$ cat config.mk
export PLATFORM = sky130hd
export DESIGN_NAME = pipe_hazard_ctrl
export DESIGN_NICKNAME = d
export VERILOG_FILES = /design/src/rtl/pipe_hazard_ctrl.sv
export SDC_FILE = /design/constraint.sdc
export NUM_CORES = 1
export LEC_CHECK = 0
export CORE_ASPECT_RATIO = 1.1
export CORE_MARGIN = 2
export CORE_UTILIZATION = 43
export CTS_CLUSTER_SIZE = 14
export DETAILED_ROUTE_END_ITERATION = 16
export PLACE_DENSITY = 0.91
export SETUP_SLACK_MARGIN = 0.02
export SYNTH_ARGS = -nofsm -noshare
export SYNTH_HDL_FRONTEND = slang
export SYNTH_SLANG_ARGS = --single-unit
$ cat constraint.sdc
create_clock -name clk -period 2.7 [get_ports clk]
set_input_delay 0.405 -clock clk [delete_from_list [all_inputs] [get_ports clk]]
set_output_delay 0.405 -clock clk [all_outputs]
set_load 0.02 [all_outputs]
$ cat src/rtl/pipe_hazard_ctrl.sv
// Hazard control for the 6-stage core: pipeline register enables/flushes,
// EX operand forwarding selects, mispredict redirect sequencing and
// saturating debug counters for stall and flush events.

// Forwarding select for one EX operand.
// Priority is youngest producer first: EX, then MEM, then WB, else RF.
// A load in EX has no data yet, so it is never an EX forward source.
module pipe_hazard_fwd_sel #(
   parameter int REG_AW = 3
) (
   input  logic              use_src,
   input  logic [REG_AW-1:0] src_a,
   input  logic              ex_valid,
   input  logic              ex_wr_en,
   input  logic              ex_is_load,
   input  logic [REG_AW-1:0] ex_a3,
   input  logic              mem_wr_en,
   input  logic [REG_AW-1:0] mem_a3,
   input  logic              wb_wr_en,
   input  logic [REG_AW-1:0] wb_a3,
   output logic [1:0]        sel
);

   // Select the youngest matching producer; unused operands always read RF
   always_comb begin
      sel = 2'b00;
      if (use_src) begin
         if (ex_valid && ex_wr_en && !ex_is_load && (ex_a3 == src_a))
            sel = 2'b01;
         else if (mem_wr_en && (mem_a3 == src_a))
            sel = 2'b10;
         else if (wb_wr_en && (wb_a3 == src_a))
            sel = 2'b11;
      end
   end

endmodule

module pipe_hazard_ctrl #(
   parameter int REG_AW = 3,
   parameter int PC_W   = 16,
   parameter int CNT_W  = 16
) (
   input  logic              clk,
   input  logic              rst,
   input  logic              rr_valid,
   input  logic [REG_AW-1:0] rr_a1,
   input  logic [REG_AW-1:0] rr_a2,
   input  logic              rr_use_a1,
   input  logic              rr_use_a2,
   input  logic              ex_valid,
   input  logic              ex_wr_en,
   input  logic              ex_is_load,
   input  logic [REG_AW-1:0] ex_a3,
   input  logic              mem_wr_en,
   input  logic [REG_AW-1:0] mem_a3,
   input  logic              wb_wr_en,
   input  logic [REG_AW-1:0] wb_a3,
   input  logic              ex_mispredict,
   input  logic [PC_W-1:0]   ex_target,
   input  logic              ext_stall,
   output logic              if_id_en,
   output logic              id_rr_en,
   output logic              rr_ex_en,
   output logic              ex_mem_en,
   output logic              if_id_flush,
   output logic              id_rr_flush,
   output logic              rr_ex_flush,
   output logic [1:0]        fwd_a_sel,
   output logic [1:0]        fwd_b_sel,
   output logic              pc_redirect_valid,
   output logic [PC_W-1:0]   pc_redirect,
   output logic [CNT_W-1:0]  stall_cnt,
   output logic [CNT_W-1:0]  flush_cnt
);

   typedef enum logic {
      RUN   = 1'b0,
      REDIR = 1'b1
   } state_e;

   localparam int NUM_SRC = 2;

   state_e                   state_q, state_d;
   logic                     redir_vld_q, redir_vld_d;
   logic [PC_W-1:0]          redir_pc_q, redir_pc_d;
   logic [CNT_W-1:0]         stall_cnt_q, stall_cnt_d;
   logic [CNT_W-1:0]         flush_cnt_q, flush_cnt_d;
   logic                     stall_ev;
   logic                     flush_ev;
   logic                     load_use;

   logic [NUM_SRC-1:0][REG_AW-1:0] src_a;
   logic [NUM_SRC-1:0]             src_use;
   logic [NUM_SRC-1:0][1:0]        src_sel;

   assign src_a   = {rr_a2, rr_a1};
   assign src_use = {rr_use_a2, rr_use_a1};

   // One forwarding selector per EX operand
   for (genvar s = 0; s < NUM_SRC; s++) begin : g_fwd
      pipe_hazard_fwd_sel #(.REG_AW(REG_AW)) u_fwd (
         .use_src   (src_use[s]),
         .src_a     (src_a[s]),
         .ex_valid  (ex_valid),
         .ex_wr_en  (ex_wr_en),
         .ex_is_load(ex_is_load),
         .ex_a3     (ex_a3),
         .mem_wr_en (mem_wr_en),
         .mem_a3    (mem_a3),
         .wb_wr_en  (wb_wr_en),
         .wb_a3     (wb_a3),
         .sel       (src_sel[s])
      );
   end

   assign fwd_a_sel = src_sel[0];
   assign fwd_b_sel = src_sel[1];

   // RR reads a register the EX load has not produced yet
   always_comb begin
      load_use = rr_valid && ex_valid && ex_is_load && ex_wr_en &&
                 ((rr_use_a1 && (rr_a1 == ex_a3)) ||
                  (rr_use_a2 && (rr_a2 == ex_a3)));
   end

   // Control FSM: register enables/flushes, redirect pulse, event strobes
   always_comb begin
      state_d     = state_q;
      redir_vld_d = redir_vld_q;
      redir_pc_d  = redir_pc_q;
      stall_ev    = 1'b0;
      flush_ev    = 1'b0;
      if_id_en    = 1'b1;
      id_rr_en    = 1'b1;
      rr_ex_en    = 1'b1;
      ex_mem_en   = 1'b1;
      if_id_flush = 1'b0;
      id_rr_flush = 1'b0;
      rr_ex_flush = 1'b0;

      unique case (state_q)
         RUN: begin
            redir_vld_d = 1'b0;
            if (ext_stall) begin
               // Freeze everything; the held EX instruction re-raises any
               // mispredict or load-use once memory is free.
               if_id_en  = 1'b0;
               id_rr_en  = 1'b0;
               rr_ex_en  = 1'b0;
               ex_mem_en = 1'b0;
               stall_ev  = 1'b1;
            end else if (ex_mispredict && ex_valid) begin
               // Squash the three younger wrong-path instructions
               if_id_flush = 1'b1;
               id_rr_flush = 1'b1;
               rr_ex_flush = 1'b1;
               redir_pc_d  = ex_target;
               redir_vld_d = 1'b1;
               state_d     = REDIR;
               flush_ev    = 1'b1;
            end else if (load_use) begin
               // Hold IF/ID and ID/RR, slip one bubble into EX
               if_id_en    = 1'b0;
               id_rr_en    = 1'b0;
               rr_ex_flush = 1'b1;
               stall_ev    = 1'b1;
            end
         end
         REDIR: begin
            if (ext_stall) begin
               if_id_en  = 1'b0;
               id_rr_en  = 1'b0;
               rr_ex_en  = 1'b0;
               ex_mem_en = 1'b0;
               stall_ev  = 1'b1;
            end else begin
               // Fetch issued before the redirect landed is wrong-path
               if_id_flush = 1'b1;
               redir_vld_d = 1'b0;
               state_d     = RUN;
            end
         end
         default: state_d = RUN;
      endcase
   end

   // Saturating event counters, at most +1 per cycle
   always_comb begin
      stall_cnt_d = stall_cnt_q;
      flush_cnt_d = flush_cnt_q;
      if (stall_ev && (stall_cnt_q != '1))
         stall_cnt_d = stall_cnt_q + CNT_W'(1);
      if (flush_ev && (flush_cnt_q != '1))
         flush_cnt_d = flush_cnt_q + CNT_W'(1);
   end

   // State, redirect and counter registers with synchronous reset
   always_ff @(posedge clk) begin
      if (!rst) begin
         state_q     <= RUN;
         redir_vld_q <= 1'b0;
         redir_pc_q  <= '0;
         stall_cnt_q <= '0;
         flush_cnt_q <= '0;
      end else begin
         state_q     <= state_d;
         redir_vld_q <= redir_vld_d;
         redir_pc_q  <= redir_pc_d;
         stall_cnt_q <= stall_cnt_d;
         flush_cnt_q <= flush_cnt_d;
      end
   end

   assign pc_redirect_valid = redir_vld_q;
   assign pc_redirect       = redir_pc_q;
   assign stall_cnt         = stall_cnt_q;
   assign flush_cnt         = flush_cnt_q;

endmodule

# Word level (Yosys, flattened, before mapping)

Index checks and enable logic that the tools add are counted.
Widths: inputs -> output; s select.

$add $sub $neg: 2
Equal/unequal tests: 11
Multiplexer cells: 28
Bitwise gates (word level): 2
Reduce and logical (&&, ||, !) cells: 20

Operator list:

| kind                  | count |
|---|---|
| $add 16x1->16 const B | 2 |
| $ne 16x16->1 const B  | 2 |
| $eq 3x3->1            | 8 |
| $logic_and 1x1->1     | 17 |
| $mux 2                | 8 |
| $mux 1                | 15 |
| $pmux 1 s2            | 5 |
| $reduce_and 3->1      | 1 |
| $ne 2x2->1 const B    | 1 |
| $not 1->1             | 2 |
| $logic_not 1->1       | 1 |
| $logic_or 1x1->1      | 1 |

Flip-flop bits (word level): 50
Bits of input ports: 43
Word-level logic and storage cells: 68

# Logic depth before layout (Yosys ltp)

Depth after elaboration: 9
Depth in mapped cells: 8

# Modules after synthesis

A second synthesis with hierarchy kept.

Cells, all modules: 315
Area total of the unflattened synthesis: 2745.1 um2

Modules (own cells, without submodules):

| module              | times used | cells an instance | area each (um2) |
|---|---|---|---|
| pipe_hazard_ctrl    | 1          | 279               | 2444.8 |
| pipe_hazard_fwd_sel | 2          | 18                | 150.1 |

# Worst setup path after synthesis

OpenSTA, ideal clock, no wires.

Kind: flip-flop to flip-flop
Start: reg stall_cnt_q[0] (netlist: stall_cnt[0])
End: reg stall_cnt_q[1] (netlist: stall_cnt[1])
Arrival: 2.157 ns
Path slack: 0.415 ns
Cell stages (with the launch flop): 9
Path buffers: 1
Period minus slack after synthesis: 2.285 ns
Cells stage by stage: dfxtp_1 > ha_1 > nand4_1 > nor4_1 > nor2_1 > nor2_2 > buf_2 > mux2i_1 > nor2_1

Cells in the longest elaborated chain, start to end: 2
Elaborated cells on any way between the ends: 3
Classes of those cells: 1 x add/sub; 1 x eq/ne; 1 x reduce/logical

RTL lines:

| element                                                               | RTL line | RTL |
|---|---|---|
| start, declared                                                       | 87       | `logic [CNT_W-1:0] stall_cnt_q, stall_cnt_d;` |
| start signal, assigned                                                | 210      | `stall_cnt_q <= stall_cnt_d;` |
| parallel branches: the longest is 2 deep, another holds $add 16x1->16 | n/a      |  |

Several ways; the timed one is not identified.
A chain may end at the register's enable or synchronous reset.

# Worst setup path in the final report

Start: in ex_a3[2]
End: out if_id_en

Cells in the longest elaborated chain, start to end: 8
Elaborated cells on any way between the ends: 10
Classes of those cells: 2 x eq/ne; 4 x mux; 4 x reduce/logical

RTL lines:

| element                                     | RTL line | RTL |
|---|---|---|
| start, declared                             | 54       | `input logic [REG_AW-1:0] ex_a3,` |
| $eq 3x3->1, on equally long branches        | 123, 124 |  |
| $logic_and 1x1->1, on equally long branches | 123, 124 |  |
| $logic_or 1x1->1 (*)                        | 123      | `((rr_use_a1 && (rr_a1 == ex_a3)) \|\|` |
| $logic_and 1x1->1 (*)                       | 122      | `load_use = rr_valid && ex_valid && ex_is_load && ex_wr_en &&` |
| $mux 1 (*)                                  | 162      | `end else if (load_use) begin` |
| $mux 1 (*)                                  | 153      | `end else if (ex_mispredict && ex_valid) begin` |
| $mux 1 (*)                                  | 145      | `if (ext_stall) begin` |
| $pmux 1 s2 (*)                              | 142      | `unique case (state_q)` |
| end, declared                               | 62       | `output logic if_id_en,` |

Every way passes the cells marked *; elsewhere a longest branch is shown, timed or not.

==> summary.md <==
| Metric | Value |
|---|---|
| Max H-tree Level | 2 |
| Core area | around 5500 µm² |
| Largest net degree at the start of global routing | 33 |
| Worst setup SP type | input port |
| RePlAce Congestion | roughly 0.86 |
| Final Skew | 0.00941 ns |
| Diodes inserted | 0 |
| Mapped Area | about 2500 µm² |
| Async set-reset flop share out of synthesis | 0% |
| DR pass1 iterations | 4 |
| Total GRT Usage | approximately 21% |
| Detailed placer's ending HPWL | roughly 5.3 mm |
| Hold WS | 0.458 ns |
| Seq/Total Area, Yosys | 40.6% |
| #FFs+latches synth | 50 |
| Power Dens Cells | between 400 and 500 nW/µm² |
| Clock tree buffer depth | 2 |
| Top post-synthesis cells by area | dfxtp_1 (41%), nand2_1 (7.9%), xor2_1 (6.8%) |
| Top-count cell post-synth | nand2_1 |
| Global route total overflow | 0 |
| Slowest stage cell, crit path | or4b_4 |
| Avg Inst Size Synth | about 8 µm² |
| IO buf count | a little over 100 |
| Starting Density | between 40% and 50% |
| Die Width | 76.2 µm |
| Layout cells sized above 1 | 8.29% |
| Critical Path AT | ~2.2 ns |
| Relative slew margins | a little over three fifths |
| Setup Viol. Count Final | 0 |
| CTS Root Cell | clkbuf_8 |
| Number of cells on the worst reg-to-reg path | 8 |
| Crit path required time | ~2.3 ns |
| Design area | 3810 µm² |
| Area leader, netlist | dfxtp_1 |
| P&R area growth vs syn | 54.8% |
| DR WL/cell | between 10 and 15 µm |
| Nets | 466 |
| Detailed Route WL | 6.86 mm |
| Fillers | between 400 and 500 |
| First-pass GRT wire length | roughly 11 mm |
| Most Used Layer, Global Route | met2 |
| Vias in the first global route | between 2000 and 2500 |
| Vias/cell | about 5.3 |
| Top Ports | just over 100 |
| Num Clock Sinks | 50 |
| CP peak stage delay | 0.54 ns |
| CTS tree | yes |
| Setup Crit Path Kind | input port to output pin |
| Post-DRT Antenna Nets | 0 |
| Status | completed |
| Hold Path Class | register to register |
| CTS buffer count | 5 |
| Syn. warnings | 0 |
| Max Slew Vio Count | 0 |
| GR Layer Usage met3 | ~5.7% |
| Initial antenna violation count | 0 |
| Skew-Pair Late Insertion Delay | approximately 0.3 ns |
| M1 GR Usage | approximately 23% |
| Fin. Hold Viols | 0 |
| DR vias | approximately 2700 |
| Worst-path clk slew | 0.09 ns |
| DRC viols | 0 |
| Die area | roughly 6400 µm² |
| Netlist cell types | 41 |
| Main synth FF type | dfxtp_1 |
| Fin crit share | between 90% and 100% |
| Synth top area share | between 40% and 50% |
| FMAX | about 380 MHz |
| RSZ-0062 raised after global routing | yes |
| Setup bufs post-CTS | 0 |
| Die Y | around 83 µm |
| Min Clock Period, post-route | roughly 2.6 ns |
| Crit. End Element | output pin |
| Cell row count | 28 |
| Synth Instances | approximately 300 |
| CP cell instances | clkdlybuf4s50_1 > xor2_1 > or4b_4 > nand2_1 > buf_4 > a31oi_1 > clkdlybuf4s15_1 |
| Max-Cap Viols | 0 |
| DRT iter0 DRCs | 74 |
| Setup TNS | 0 ns |
| Worst reg2reg setup slack | between 0.4 and 0.5 ns |
| LEAKAGE | approximately 1.4 nW |
| Met2 Use GR | between 30 and 40% |
| EDFF count, synth | 0 |
| Post-synth top cells | nand2_1 (52), dfxtp_1 (50), a21oi_1 (28) |
| Post-DP Area | 3690 µm² |
| Max VDD drop | around 180 µV |
| Syn nets | around 350 |
| Crit-path max FO | 3 |
| Tightest Pin Transition | 0.554 ns |
| Hold path depth | 2 |
[placed cells by master (no fill, tap or decap), drive strengths merged, types with 6 or more instances in the layout]
master	count
a21oi	28
buf	22
clkbuf	7
clkdlybuf4s50	95
dfxtp	50
nand2	52
nand3	11
nand4	12
nor2	26
nor3	6
o21ai	9
o31ai	7
or3	6
xnor2	16
xor2	19
[cell type report]
| cell class | count | area, µm² | share of cell area (%) |
|---|---|---|---|
| Sequential cell | 50 | 1000 | 26.2 |
| Timing Repair Buffer | 124 | 1190 | 31.2 |
| Clock buffer | 6 | 72.6 | 1.90 |
| Multi-Input combinational cell | 235 | 1400 | 36.7 |
| Inverter | 5 | 18.8 | 0.492 |
| Clock inverter | 2 | 37.5 | 0.984 |
| Tap cell | 75 | 93.8 | 2.46 |
[what timing repair did]
| action | CTS | global route |
|---|---|---|
| gates cloned | 0 | 0 |
| pin swaps | 0 | 1 |
| resized for setup | 3 | 10 |
| hold buffers | 0 | 0 |
| endpoints found under the setup margin | 3 | 9 |
[routing by layer]
| layer | share of wire, % | routed length [µm] | vias to the layer above |
|---|---|---|---|
| li1 | - | - | 1303 |
| met4 | 1.7 | 116 | 0 |
| met3 | 6.9 | 476 | 12 |
| met5 | 0 | 0 | - |
| met2 | 53 | 3670 | 109 |
| met1 | 38 | 2600 | 1234 |
[stage by stage]
| step | std cells | setup slack, ns | total power [W] | utilization (%) |
|---|---|---|---|---|
| after floorplan | 301 | 0.415 | 0.000884 | - |
| after global placement | 489 | -0.219 | 0.00103 | 67.6 |
| after detailed placement | 489 | -0.240 | 0.00104 | 67.6 |
| after CTS | 497 | 0.0209 | 0.00155 | 69.6 |
| after global routing | 497 | 0.0155 | 0.00160 | 69.8 |
| final | 497 | 0.0789 | 0.00153 | 69.8 |
[state kept, by name, indices dropped and copies added, names as in the netlist]
register and flops:
stall_cnt 16, state_q 1, pc_redirect_valid 1, pc_redirect 16, flush_cnt 16
[report_power, final]
part           internal (W)  switching (W)  total, W
registers          0.000750      0.0000109  0.000761
logic              0.000137       0.000119  0.000256
clock network      0.000276       0.000238  0.000515
total               0.00116       0.000368   0.00153
[cell families (layout without fill, tap and decap cells)]
family / after synthesis / count (layout) / share of synthesized area [%]
buffers and inverters: 16 / 137 / 2.79
muxes: 2 / 2 / 0.812
DFF: 50 / 50 / 40.6
xor gates and xnor gates: 35 / 35 / 12.4
and+or+nand+nor: 137 / 137 / 27.5
AOI/OAI and AO/OA: 59 / 59 / 14.8
adders and majority gates: 2 / 2 / 1.02
[critical path: cells and delay by family]
family          cells  cell delay, ns
simple gates        2            0.65
buf+inv             3            0.88
xor+xnor            1            0.19
compound gates      1            0.10
[final timing paths]
check / from / end
worst min-delay path: pc_redirect[9] / pc_redirect[9]
worst max-delay path: ex_a3[2] / if_id_en
worst max register to register: stall_cnt[0] / stall_cnt[13]
worst min register to register: pc_redirect[9] / pc_redirect[9]
No activity file was read; power rests on OpenSTA's default activity.
